### src/rtl/ternary_pkg.sv
// Shared types and constants for the ternary neuron accumulator.
// Holds the FSM states, the activation encodings and the popcount width.
package ternary_pkg;

    localparam int PC_W = 5;

    typedef enum logic [1:0] {
        IDLE  = 2'b00,
        ACCUM = 2'b01,
        HOLD  = 2'b10
    } state_t;

    localparam logic [1:0] ACT_POS  = 2'b01;
    localparam logic [1:0] ACT_NEG  = 2'b11;
    localparam logic [1:0] ACT_ZERO = 2'b00;

    // +1 wins over -1 when an inverted threshold pair makes both comparisons true
    function automatic logic [1:0] act_encode(input logic gt_hi, input logic lt_lo);
        logic [1:0] act;
        if (gt_hi) begin
            act = ACT_POS;
        end else if (lt_lo) begin
            act = ACT_NEG;
        end else begin
            act = ACT_ZERO;
        end
        return act;
    endfunction

endpackage

### src/rtl/ternary_neuron_acc_if.sv
// Beat-in / result-out bus of the ternary neuron accumulator.
// The slave modport is the accumulator's view, the master modport the driver's.
interface ternary_neuron_acc_if #(
    parameter int ACC_W = 10
) ();
    import ternary_pkg::*;

    logic                    in_valid;
    logic                    in_ready;
    logic [PC_W-1:0]         pos_cnt;
    logic [PC_W-1:0]         neg_cnt;
    logic                    in_last;
    logic signed [ACC_W-1:0] thr_hi;
    logic signed [ACC_W-1:0] thr_lo;
    logic                    out_valid;
    logic                    out_ready;
    logic [1:0]              out_act;
    logic signed [ACC_W-1:0] out_sum;
    logic                    out_sat;
    logic                    out_err;

    modport slave (
        input  in_valid, pos_cnt, neg_cnt, in_last, thr_hi, thr_lo, out_ready,
        output in_ready, out_valid, out_act, out_sum, out_sat, out_err
    );

    modport master (
        output in_valid, pos_cnt, neg_cnt, in_last, thr_hi, thr_lo, out_ready,
        input  in_ready, out_valid, out_act, out_sum, out_sat, out_err
    );
endinterface

### src/rtl/ternary_neuron_acc_sat_add.sv
// Signed adder that clips to the W-bit two's-complement range.
// o_clip flags that the true sum did not fit and was clamped.
module sat_add_s #(
    parameter int W = 10
) (
    input  logic signed [W-1:0] i_a,
    input  logic signed [W-1:0] i_b,
    output logic signed [W-1:0] o_sum,
    output logic                o_clip
);
    logic [W:0]   w_full;
    logic [W-1:0] w_max;
    logic [W-1:0] w_min;

    assign w_full = {i_a[W-1], i_a} + {i_b[W-1], i_b};
    assign w_max  = {1'b0, {(W-1){1'b1}}};
    assign w_min  = {1'b1, {(W-1){1'b0}}};

    // Overflow shows up as disagreement between the extra sign bit and the MSB
    always_comb begin
        o_clip = w_full[W] ^ w_full[W-1];
        if (o_clip) begin
            o_sum = w_full[W] ? w_min : w_max;
        end else begin
            o_sum = w_full[W-1:0];
        end
    end
endmodule

### src/rtl/ternary_neuron_acc.sv
// Accumulates signed popcount differences over a multi-beat evaluation,
// then presents a held, thresholded ternary activation until accepted.
module ternary_neuron_acc
    import ternary_pkg::*;
#(
    parameter int ACC_W     = 10,
    parameter int MAX_BEATS = 16
) (
    input  logic                clk,
    input  logic                rst,
    ternary_neuron_acc_if.slave bus
);
    localparam logic [7:0] MAX_B = 8'(MAX_BEATS);

    state_t r_state;
    state_t w_next_state;

    logic signed [ACC_W-1:0] r_acc;
    logic [7:0]              r_cnt;
    logic                    r_sat;
    logic                    r_err;
    logic                    r_in_ready;
    logic                    r_out_valid;
    logic [1:0]              r_out_act;
    logic signed [ACC_W-1:0] r_out_sum;
    logic                    r_out_sat;
    logic                    r_out_err;

    logic                    w_fire;
    logic                    w_done;
    logic                    w_err_now;
    logic [7:0]              w_cnt_next;
    logic [5:0]              w_diff;
    logic signed [ACC_W-1:0] w_diff_ext;
    logic signed [ACC_W-1:0] w_sum;
    logic                    w_clip;
    logic                    w_gt_hi;
    logic                    w_lt_lo;

    assign w_diff     = {1'b0, bus.pos_cnt} - {1'b0, bus.neg_cnt};
    assign w_diff_ext = {{(ACC_W-6){w_diff[5]}}, w_diff};

    sat_add_s #(.W(ACC_W)) u_add (
        .i_a    (r_acc),
        .i_b    (w_diff_ext),
        .o_sum  (w_sum),
        .o_clip (w_clip)
    );

    // Handshake decode, overflow detection and next-state selection
    always_comb begin
        w_next_state = r_state;
        w_fire       = bus.in_valid & r_in_ready;
        w_done       = r_out_valid & bus.out_ready;
        w_err_now    = w_fire & (r_cnt >= MAX_B);
        w_cnt_next   = (r_cnt == 8'd255) ? r_cnt : (r_cnt + 8'd1);
        w_gt_hi      = (w_sum > bus.thr_hi);
        w_lt_lo      = (w_sum < bus.thr_lo);
        case (r_state)
            IDLE, ACCUM: begin
                if (w_fire) begin
                    w_next_state = bus.in_last ? HOLD : ACCUM;
                end else begin
                    w_next_state = r_state;
                end
            end
            HOLD: begin
                if (w_done) begin
                    w_next_state = IDLE;
                end else begin
                    w_next_state = HOLD;
                end
            end
            default: w_next_state = IDLE;
        endcase
    end

    // FSM state register
    always_ff @(posedge clk) begin
        if (rst) begin
            r_state <= IDLE;
        end else begin
            r_state <= w_next_state;
        end
    end

    // Accumulator, sticky flags and held result registers
    always_ff @(posedge clk) begin
        if (rst) begin
            r_acc       <= '0;
            r_cnt       <= 8'd0;
            r_sat       <= 1'b0;
            r_err       <= 1'b0;
            r_in_ready  <= 1'b1;
            r_out_valid <= 1'b0;
            r_out_act   <= ACT_ZERO;
            r_out_sum   <= '0;
            r_out_sat   <= 1'b0;
            r_out_err   <= 1'b0;
        end else begin
            r_in_ready <= (w_next_state != HOLD);
            if (w_done) begin
                r_acc       <= '0;
                r_cnt       <= 8'd0;
                r_sat       <= 1'b0;
                r_err       <= 1'b0;
                r_out_valid <= 1'b0;
            end else if (w_fire) begin
                r_acc <= w_sum;
                r_cnt <= w_cnt_next;
                r_sat <= r_sat | w_clip;
                r_err <= r_err | w_err_now;
                if (bus.in_last) begin
                    r_out_valid <= 1'b1;
                    r_out_sum   <= w_sum;
                    r_out_act   <= act_encode(w_gt_hi, w_lt_lo);
                    r_out_sat   <= r_sat | w_clip;
                    r_out_err   <= r_err | w_err_now;
                end
            end
        end
    end

    assign bus.in_ready  = r_in_ready;
    assign bus.out_valid = r_out_valid;
    assign bus.out_act   = r_out_act;
    assign bus.out_sum   = r_out_sum;
    assign bus.out_sat   = r_out_sat;
    assign bus.out_err   = r_out_err;
endmodule

### src/flat_wrapper.sv
// flat-port wrapper written by rule: the top's interface ports become plain ports
module ternary_neuron_acc_flat import ternary_pkg::*;
#(
    parameter int ACC_W     = 10,
    parameter int MAX_BEATS = 16
)
  (clk, rst, bus_in_valid, bus_pos_cnt, bus_neg_cnt, bus_in_last, bus_thr_hi, bus_thr_lo, bus_out_ready, bus_in_ready, bus_out_valid, bus_out_act, bus_out_sum, bus_out_sat, bus_out_err);
  ternary_neuron_acc_if #(.ACC_W(ACC_W)) bus_i ();
  input  logic clk;
  input  logic rst;
  input wire logic [$bits(bus_i.in_valid)-1:0] bus_in_valid;
  input wire logic [$bits(bus_i.pos_cnt)-1:0] bus_pos_cnt;
  input wire logic [$bits(bus_i.neg_cnt)-1:0] bus_neg_cnt;
  input wire logic [$bits(bus_i.in_last)-1:0] bus_in_last;
  input wire logic [$bits(bus_i.thr_hi)-1:0] bus_thr_hi;
  input wire logic [$bits(bus_i.thr_lo)-1:0] bus_thr_lo;
  input wire logic [$bits(bus_i.out_ready)-1:0] bus_out_ready;
  output wire logic [$bits(bus_i.in_ready)-1:0] bus_in_ready;
  output wire logic [$bits(bus_i.out_valid)-1:0] bus_out_valid;
  output wire logic [$bits(bus_i.out_act)-1:0] bus_out_act;
  output wire logic [$bits(bus_i.out_sum)-1:0] bus_out_sum;
  output wire logic [$bits(bus_i.out_sat)-1:0] bus_out_sat;
  output wire logic [$bits(bus_i.out_err)-1:0] bus_out_err;
  assign bus_i.in_valid = bus_in_valid;
  assign bus_i.pos_cnt = bus_pos_cnt;
  assign bus_i.neg_cnt = bus_neg_cnt;
  assign bus_i.in_last = bus_in_last;
  assign bus_i.thr_hi = bus_thr_hi;
  assign bus_i.thr_lo = bus_thr_lo;
  assign bus_i.out_ready = bus_out_ready;
  assign bus_in_ready = bus_i.in_ready;
  assign bus_out_valid = bus_i.out_valid;
  assign bus_out_act = bus_i.out_act;
  assign bus_out_sum = bus_i.out_sum;
  assign bus_out_sat = bus_i.out_sat;
  assign bus_out_err = bus_i.out_err;
  ternary_neuron_acc #(.ACC_W(ACC_W), .MAX_BEATS(MAX_BEATS)) u_core (.clk(clk), .rst(rst), .bus(bus_i));
endmodule
### config.mk
export PLATFORM = sky130hd
export DESIGN_NAME = ternary_neuron_acc_flat
export DESIGN_NICKNAME = d
export VERILOG_FILES = /design/src/rtl/ternary_pkg.sv /design/src/rtl/ternary_neuron_acc_if.sv /design/src/rtl/ternary_neuron_acc_sat_add.sv /design/src/rtl/ternary_neuron_acc.sv /design/src/flat_wrapper.sv
export SDC_FILE = /design/constraint.sdc
export NUM_CORES = 1
export LEC_CHECK = 0
export ABC_CLOCK_PERIOD_IN_PS = 8300
export BUFFER_PORTS_ARGS = -buffer_cell sky130_fd_sc_hd__buf_2
export CAP_MARGIN = 25
export CORE_MARGIN = 2
export CORE_UTILIZATION = 29
export DETAILED_ROUTE_END_ITERATION = 10
export SLEW_MARGIN = 20
export SYNTH_ARGS = -nofsm -noshare
export SYNTH_HDL_FRONTEND = slang
export SYNTH_SLANG_ARGS = --single-unit
### constraint.sdc
create_clock -name clk -period 8.3 [get_ports clk]
set_input_delay 1.245 -clock clk [delete_from_list [all_inputs] [get_ports clk]]
set_output_delay 1.245 -clock clk [all_outputs]
set_load 0.01 [all_outputs]
# Word level (Yosys, flattened, before mapping)
# Index checks and enable logic that the tools add are counted.
# word_totals
in_bits	35
output_inout_bits	16
wordCells	43
ff_bits	38
# op_classes
n_lt_le_gt_ge	3
add_sub_neg	3
reduce_logical	6
eq_ne	4
bitwise	8
muxes	8
# op_table
cell	count
2-to-1 mux 10 bit	2
adder 10 x 6 -> 11 bit	1
greater-than comparator 10 bit	1
< comparator 10 bit	1
2-to-1 mux 2 bit	5
adder 8 x 1 -> 8 bit, second input constant	1
== test 8 bit, second input constant	1
greater-or-equal comparator 8 x 5 -> 1 bit, second input constant	1
subtractor 5 x 5 -> 6 bit	1
case mux 2 bit (2 select lines)	1
AND reduction 2 bit	2
OR reduction 2 bit	2
AND 1 bit	3
AND reduction 3 bit	1
== test 2 x 1 -> 1 bit, second input constant	1
== test 2 bit, second input constant	1
logical NOT 2 bit	1
inequality test 2 bit, second input constant	1
inverter 1 bit	2
bitwise OR 1 bit	2
bitwise XOR 1 bit	1

# Logic depth before layout (Yosys ltp)
# logic_depth
ltp_word	7
mapped_depth	25
ltp_nobuf	25

# By module
# From an unflattened synthesis, not the netlist that was laid out.
# hier_totals
cells_unflattened	389
area_unflattened_um2	2930.3
# by_module_without_submodules
module	cells_per_inst	seq_area_each_um2	area_each_um2	n_inst
ternary_neuron_acc	266	760.7	2100.8	1
sat_add_s	123	0.0	829.5	1

# Worst setup path before layout
# OpenSTA, ideal clock, no wires.
# synth_path
path_kind	input port to flip-flop
start	in bus_neg_cnt[1]
end	reg u_core.r_out_act[0] (netlist: u_core.bus.out_act[0])
required_time_ns	8.171
path_stages	23
n_path_buf	1
path_slack_ns	2.752
t_arrival_ns	5.419
setup_time_ns	0.129
path_cell_list	inv_1 > ha_1 > a21o_1 > a21oi_1 > o21bai_1 > a21oi_1 > ha_1 > clkbuf_2 > a21oi_1 > nand2_1 > o2111ai_4 > a21oi_4 > or2_4 > a221oi_2 > inv_1 > ha_1 > a21o_1 > a211oi_1 > mux2_2 > a21oi_1 > o22a_1 > a311oi_1 > nor4_1
# synth_between
elab_chain_cells	7
elab_cells_between_ends	9
classes_between	add/sub: 2; order compare: 2; mux: 4; bitwise: 1
# synth_rtl
item	line_no	text
start, declared	flat_wrapper.sv:13	input wire logic [$bits(bus_i.neg_cnt)-1:0] bus_neg_cnt;
subtractor 5 x 5 -> 6 bit *	ternary_neuron_acc.sv:40	assign w_diff = {1'b0, bus.pos_cnt} - {1'b0, bus.neg_cnt};
adder 10 x 6 -> 11 bit *	ternary_neuron_acc_sat_add.sv:15	assign w_full = {i_a[W-1], i_a} + {i_b[W-1], i_b};
2-to-1 mux 10 bit or bitwise XOR 1 bit (tied branches)	ternary_neuron_acc_sat_add.sv:23, ternary_neuron_acc_sat_add.sv:21	
2-to-1 mux 10 bit *	ternary_neuron_acc_sat_add.sv:22	if (o_clip) begin
named net u_core.u_add.o_sum[7]	ternary_neuron_acc_sat_add.sv:8	output logic signed [W-1:0] o_sum,
< comparator 10 bit	ternary_neuron_acc.sv:58	w_lt_lo = (w_sum < bus.thr_lo);
2-to-1 mux 2 bit	ternary_pkg.sv:22	end else if (lt_lo) begin
2-to-1 mux 2 bit *	ternary_pkg.sv:20	if (gt_hi) begin
end signal, assigned	ternary_neuron_acc.sv:116	r_out_act <= act_encode(w_gt_hi, w_lt_lo);
end, declared	ternary_neuron_acc.sv:24	logic [1:0] r_out_act;
# The timed path passes the listed nets; every way through them passes the cells marked *.
# A chain may end at the register's enable or synchronous reset.

# Worst setup path after layout
# layout_path
start	in bus_neg_cnt[1]
end	reg u_core.r_out_act[1] (netlist: u_core.bus.out_act[1])
# Same word-level chain as after synthesis.

==> impl_metrics.env <==
export IMPL_cts_root_buffer="clkbuf_8"
export IMPL_die_h_um=104.4
export IMPL_p_sw_uw=424.2
export IMPL_cts_buffers_inserted=5
export IMPL_core_um2=9774
export IMPL_intPower_uw=506.2
export IMPL_outcome="completed"
export IMPL_portBuffers=50
export IMPL_maxCapViolCount=0
export IMPL_holdWs_ns=0.4486
export IMPL_antenna_found_initial=0
export IMPL_required_ns=8.53
export IMPL_synth_top_area_cell="dfxtp_1"
export IMPL_synth_cells=360
export IMPL_maxSlewViolCount=0
export IMPL_wire_per_inst_um=12.66
export IMPL_viasPerCell=4.900
export IMPL_detail_route_antenna_nets=0
export IMPL_clock_sinks=38
export IMPL_holdCritPathClass="reg -> reg"
export IMPL_synth_cell_types=60
export IMPL_start_util_pct=29.90
export IMPL_final_common_cell="buf_2"
export IMPL_pwr_density_cell_nw_per_um2=276.2
export IMPL_slowest_delay_ns=0.50
export IMPL_finalNetCount=479
export IMPL_final_util_pct=34.47
export IMPL_timing_slew_headroom_pct=40.51
export IMPL_p_clk_share_pct=13.4
export IMPL_grt_ovfl_total=0
export IMPL_cp_start_kind="input pin"
export IMPL_async_flop_share_pct=0
export IMPL_ctsHoldBuffers=0
export IMPL_cts_tree="done"
export IMPL_rsz0062_at_grt="no"
export IMPL_area_growth_pct=15.28
export IMPL_io_pins=51
export IMPL_worst_slack_ns=2.340
export IMPL_post_cts_buffers=0
export IMPL_routed_wirelength_mm=6.809
export IMPL_comb_power_share_pct=62.7
export IMPL_post_cts_resized=0
export IMPL_dieArea_um2=10900
export IMPL_slowest_stage="xnor2_1"
export IMPL_final_area_um2=3369
export IMPL_crit_type="in -> reg"
export IMPL_grt_max_degree=26
export IMPL_crit_arrival_ns=6.19
export IMPL_p_leak_nw=1.580
export IMPL_n_antenna_cell=0
export IMPL_die_x_um=104.4
export IMPL_min_period_ns=5.960
export IMPL_nFillCells=1084
export IMPL_ys_seq_area_share_pct=26.03
export IMPL_finalHoldViolCount=0
export IMPL_final_cell_mix="50 x buf_2, 43 x inv_1, 38 x dfxtp_1, 37 x ha_1"
export IMPL_path_max_fanout=11
export IMPL_end_kind="register"
export IMPL_htree_levels=2
export IMPL_placed_area_um2=3291
export IMPL_place_ws_ns=2.087
export IMPL_syn_nets=434
export IMPL_finalSetupViolCount=0
export IMPL_switching_share_pct=45.59
export IMPL_critPathMostFrequentCell="a21oi_1"
export IMPL_grt_pass1_vias=2489
export IMPL_min_period_over_period_pct=71.81
export IMPL_clkLatencyLatePin_ns=0.29
export IMPL_drive_above_1_share_pct=21.73
export IMPL_ys_seq_elements=38
export IMPL_drc=0
export IMPL_clk_pin_slew_ns=0.08
export IMPL_pwr_share_seq_pct=23.9
export IMPL_synth_top_area_share_pct=26.03
export IMPL_clock_path_buffers=2
export IMPL_worst_slew_pin_slew_ns=0.8923
export IMPL_hpwl_mm=5.360
export IMPL_cp_cell_sequence="buf_2 > inv_1 > ha_1 > a21o_1 > a21oi_1 > o21bai_1 > a21oi_1 > ha_1 > a21oi_1 > o21ai_1 > a41o_1 > xnor2_1 > maj3_2 > inv_1 > ha_1 > nor2b_1 > o21a_1 > o21ai_0 > a21oi_1 > o311ai_0 > o2111ai_1 > a21oi_1"
export IMPL_ir_drop_mv=0.09448
export IMPL_groute_usage_overall_pct=12.60
export IMPL_vias=2636
export IMPL_netlist_area_um2=2923
export IMPL_grt_pass1_wl_mm=11.41
export IMPL_synth_area_leaders="dfxtp_1 26%, ha_1 16%, a21oi_1 6.2%, inv_1 5.5%, nor2_1 4.5%"
export IMPL_fin_worst_skew_ns=0.008759
export IMPL_initialDrtViolationCount=96
export IMPL_synth_avg_cell_area_um2=8.119
export IMPL_num_rows=36
export IMPL_fmax_ghz=0.1678
export IMPL_setup_tns_ns=0
export IMPL_yosys_most_used_dff="dfxtp_1"
export IMPL_routabilityCongestion=0.8643
export IMPL_drt_pass1_iterations=6
export IMPL_yosys_warnings=0
export IMPL_synth_edf_count=0
power by group through the flow:
stage / clock network (mW) / logic (mW) / registers [mW]
3_5_place_dp: 0 / 0.580 / 0.226
2_1_floorplan: 0 / 0.451 / 0.227
5_1_grt: 0.133 / 0.654 / 0.225
3_3_place_gp: 0 / 0.567 / 0.226
6_report: 0.125 / 0.584 / 0.222
4_1_cts: 0.127 / 0.583 / 0.222
metal layers:
layer	GRT usage, %	share of wire [%]
met1	17.41	51
met2	20.12	44
met3	2.569	4.0
met4	2.896	0.69
met5	0	0
area by class of cell:
| type | instances | area (µm²) | area share, % |
|---|---|---|---|
| Timing Repair Buffer | 51 | 257.7 | 7.649 |
| Clock inverter | 2 | 10.01 | 0.2971 |
| Clock buffer | 5 | 68.82 | 2.042 |
| Inverter | 45 | 171.4 | 5.087 |
| Sequential cell | 38 | 760.7 | 22.58 |
| Tap cell | 133 | 166.4 | 4.939 |
| Multi-Input combinational cell | 264 | 1934 | 57.41 |
synthesized netlist by cell type (all sizes together), types with 2 or more instances:
master	count
a211oi	10
a21o	4
a21oi	37
a311oi	2
a31oi	3
and2	4
buf	2
clkbuf	11
dfxtp	38
fa	2
ha	37
inv	45
maj3	7
mux2	2
mux2i	2
nand2	23
nand2b	2
nand3	14
nand4	8
nor2	35
nor2b	4
nor3	10
nor4	2
o2111ai	2
o211a	2
o211ai	2
o21a	3
o21ai	15
or3	2
xnor2	6
xor2	8
cells by family (layout without fill, tap and decap cells):
| kind of cell | after synthesis | count (layout) | share of synthesized area [%] |
|---|---|---|---|
| DFF | 38 | 38 | 26.03 |
| xor gates and xnor gates | 14 | 14 | 4.195 |
| adders and majority gates | 46 | 46 | 19.91 |
| AOI/OAI and AO/OA | 91 | 91 | 22.13 |
| muxes | 4 | 4 | 1.712 |
| buffers and inverters | 58 | 103 | 7.919 |
| and+or+nand+nor | 109 | 109 | 18.11 |
worst max-delay path, delay by kind of cell:
family                     cells  cell delay (ns)
and+or+nand+nor                1             0.14
buffers and inverters          3             0.25
xor gates and xnor gates       1             0.50
adders and majority gates      4             1.26
AOI/OAI and AO/OA             13             2.77
state kept, by name, summed over array words and instances (netlist names), 2 cells and up:
register	count
u_core.bus.out_sum	10
u_core.r_acc	10
u_core.bus.out_act	2
u_core.r_cnt	8
u_core.r_state	2
per-stage QoR:
stage                     total power [mW]  cells
after global routing                 1.012    538
after CTS                           0.9327    538
after detailed placement            0.8060    531
final                               0.9305    538
after global placement              0.7936    531
after floorplan                     0.6780    360
final timing paths:
kind	slack, ns	cells after the start	end	from
min reg2reg	0.45	1	u_core.r_state[0]	u_core.r_state[1]
min	0.45	1	u_core.r_state[0]	u_core.r_state[1]
max reg2reg	4.26	18	u_core.bus.out_act[0]	u_core.r_acc[0]
max	2.34	22	u_core.bus.out_act[1]	bus_neg_cnt[1]
Note: power is estimated with default switching activity, not from simulation.
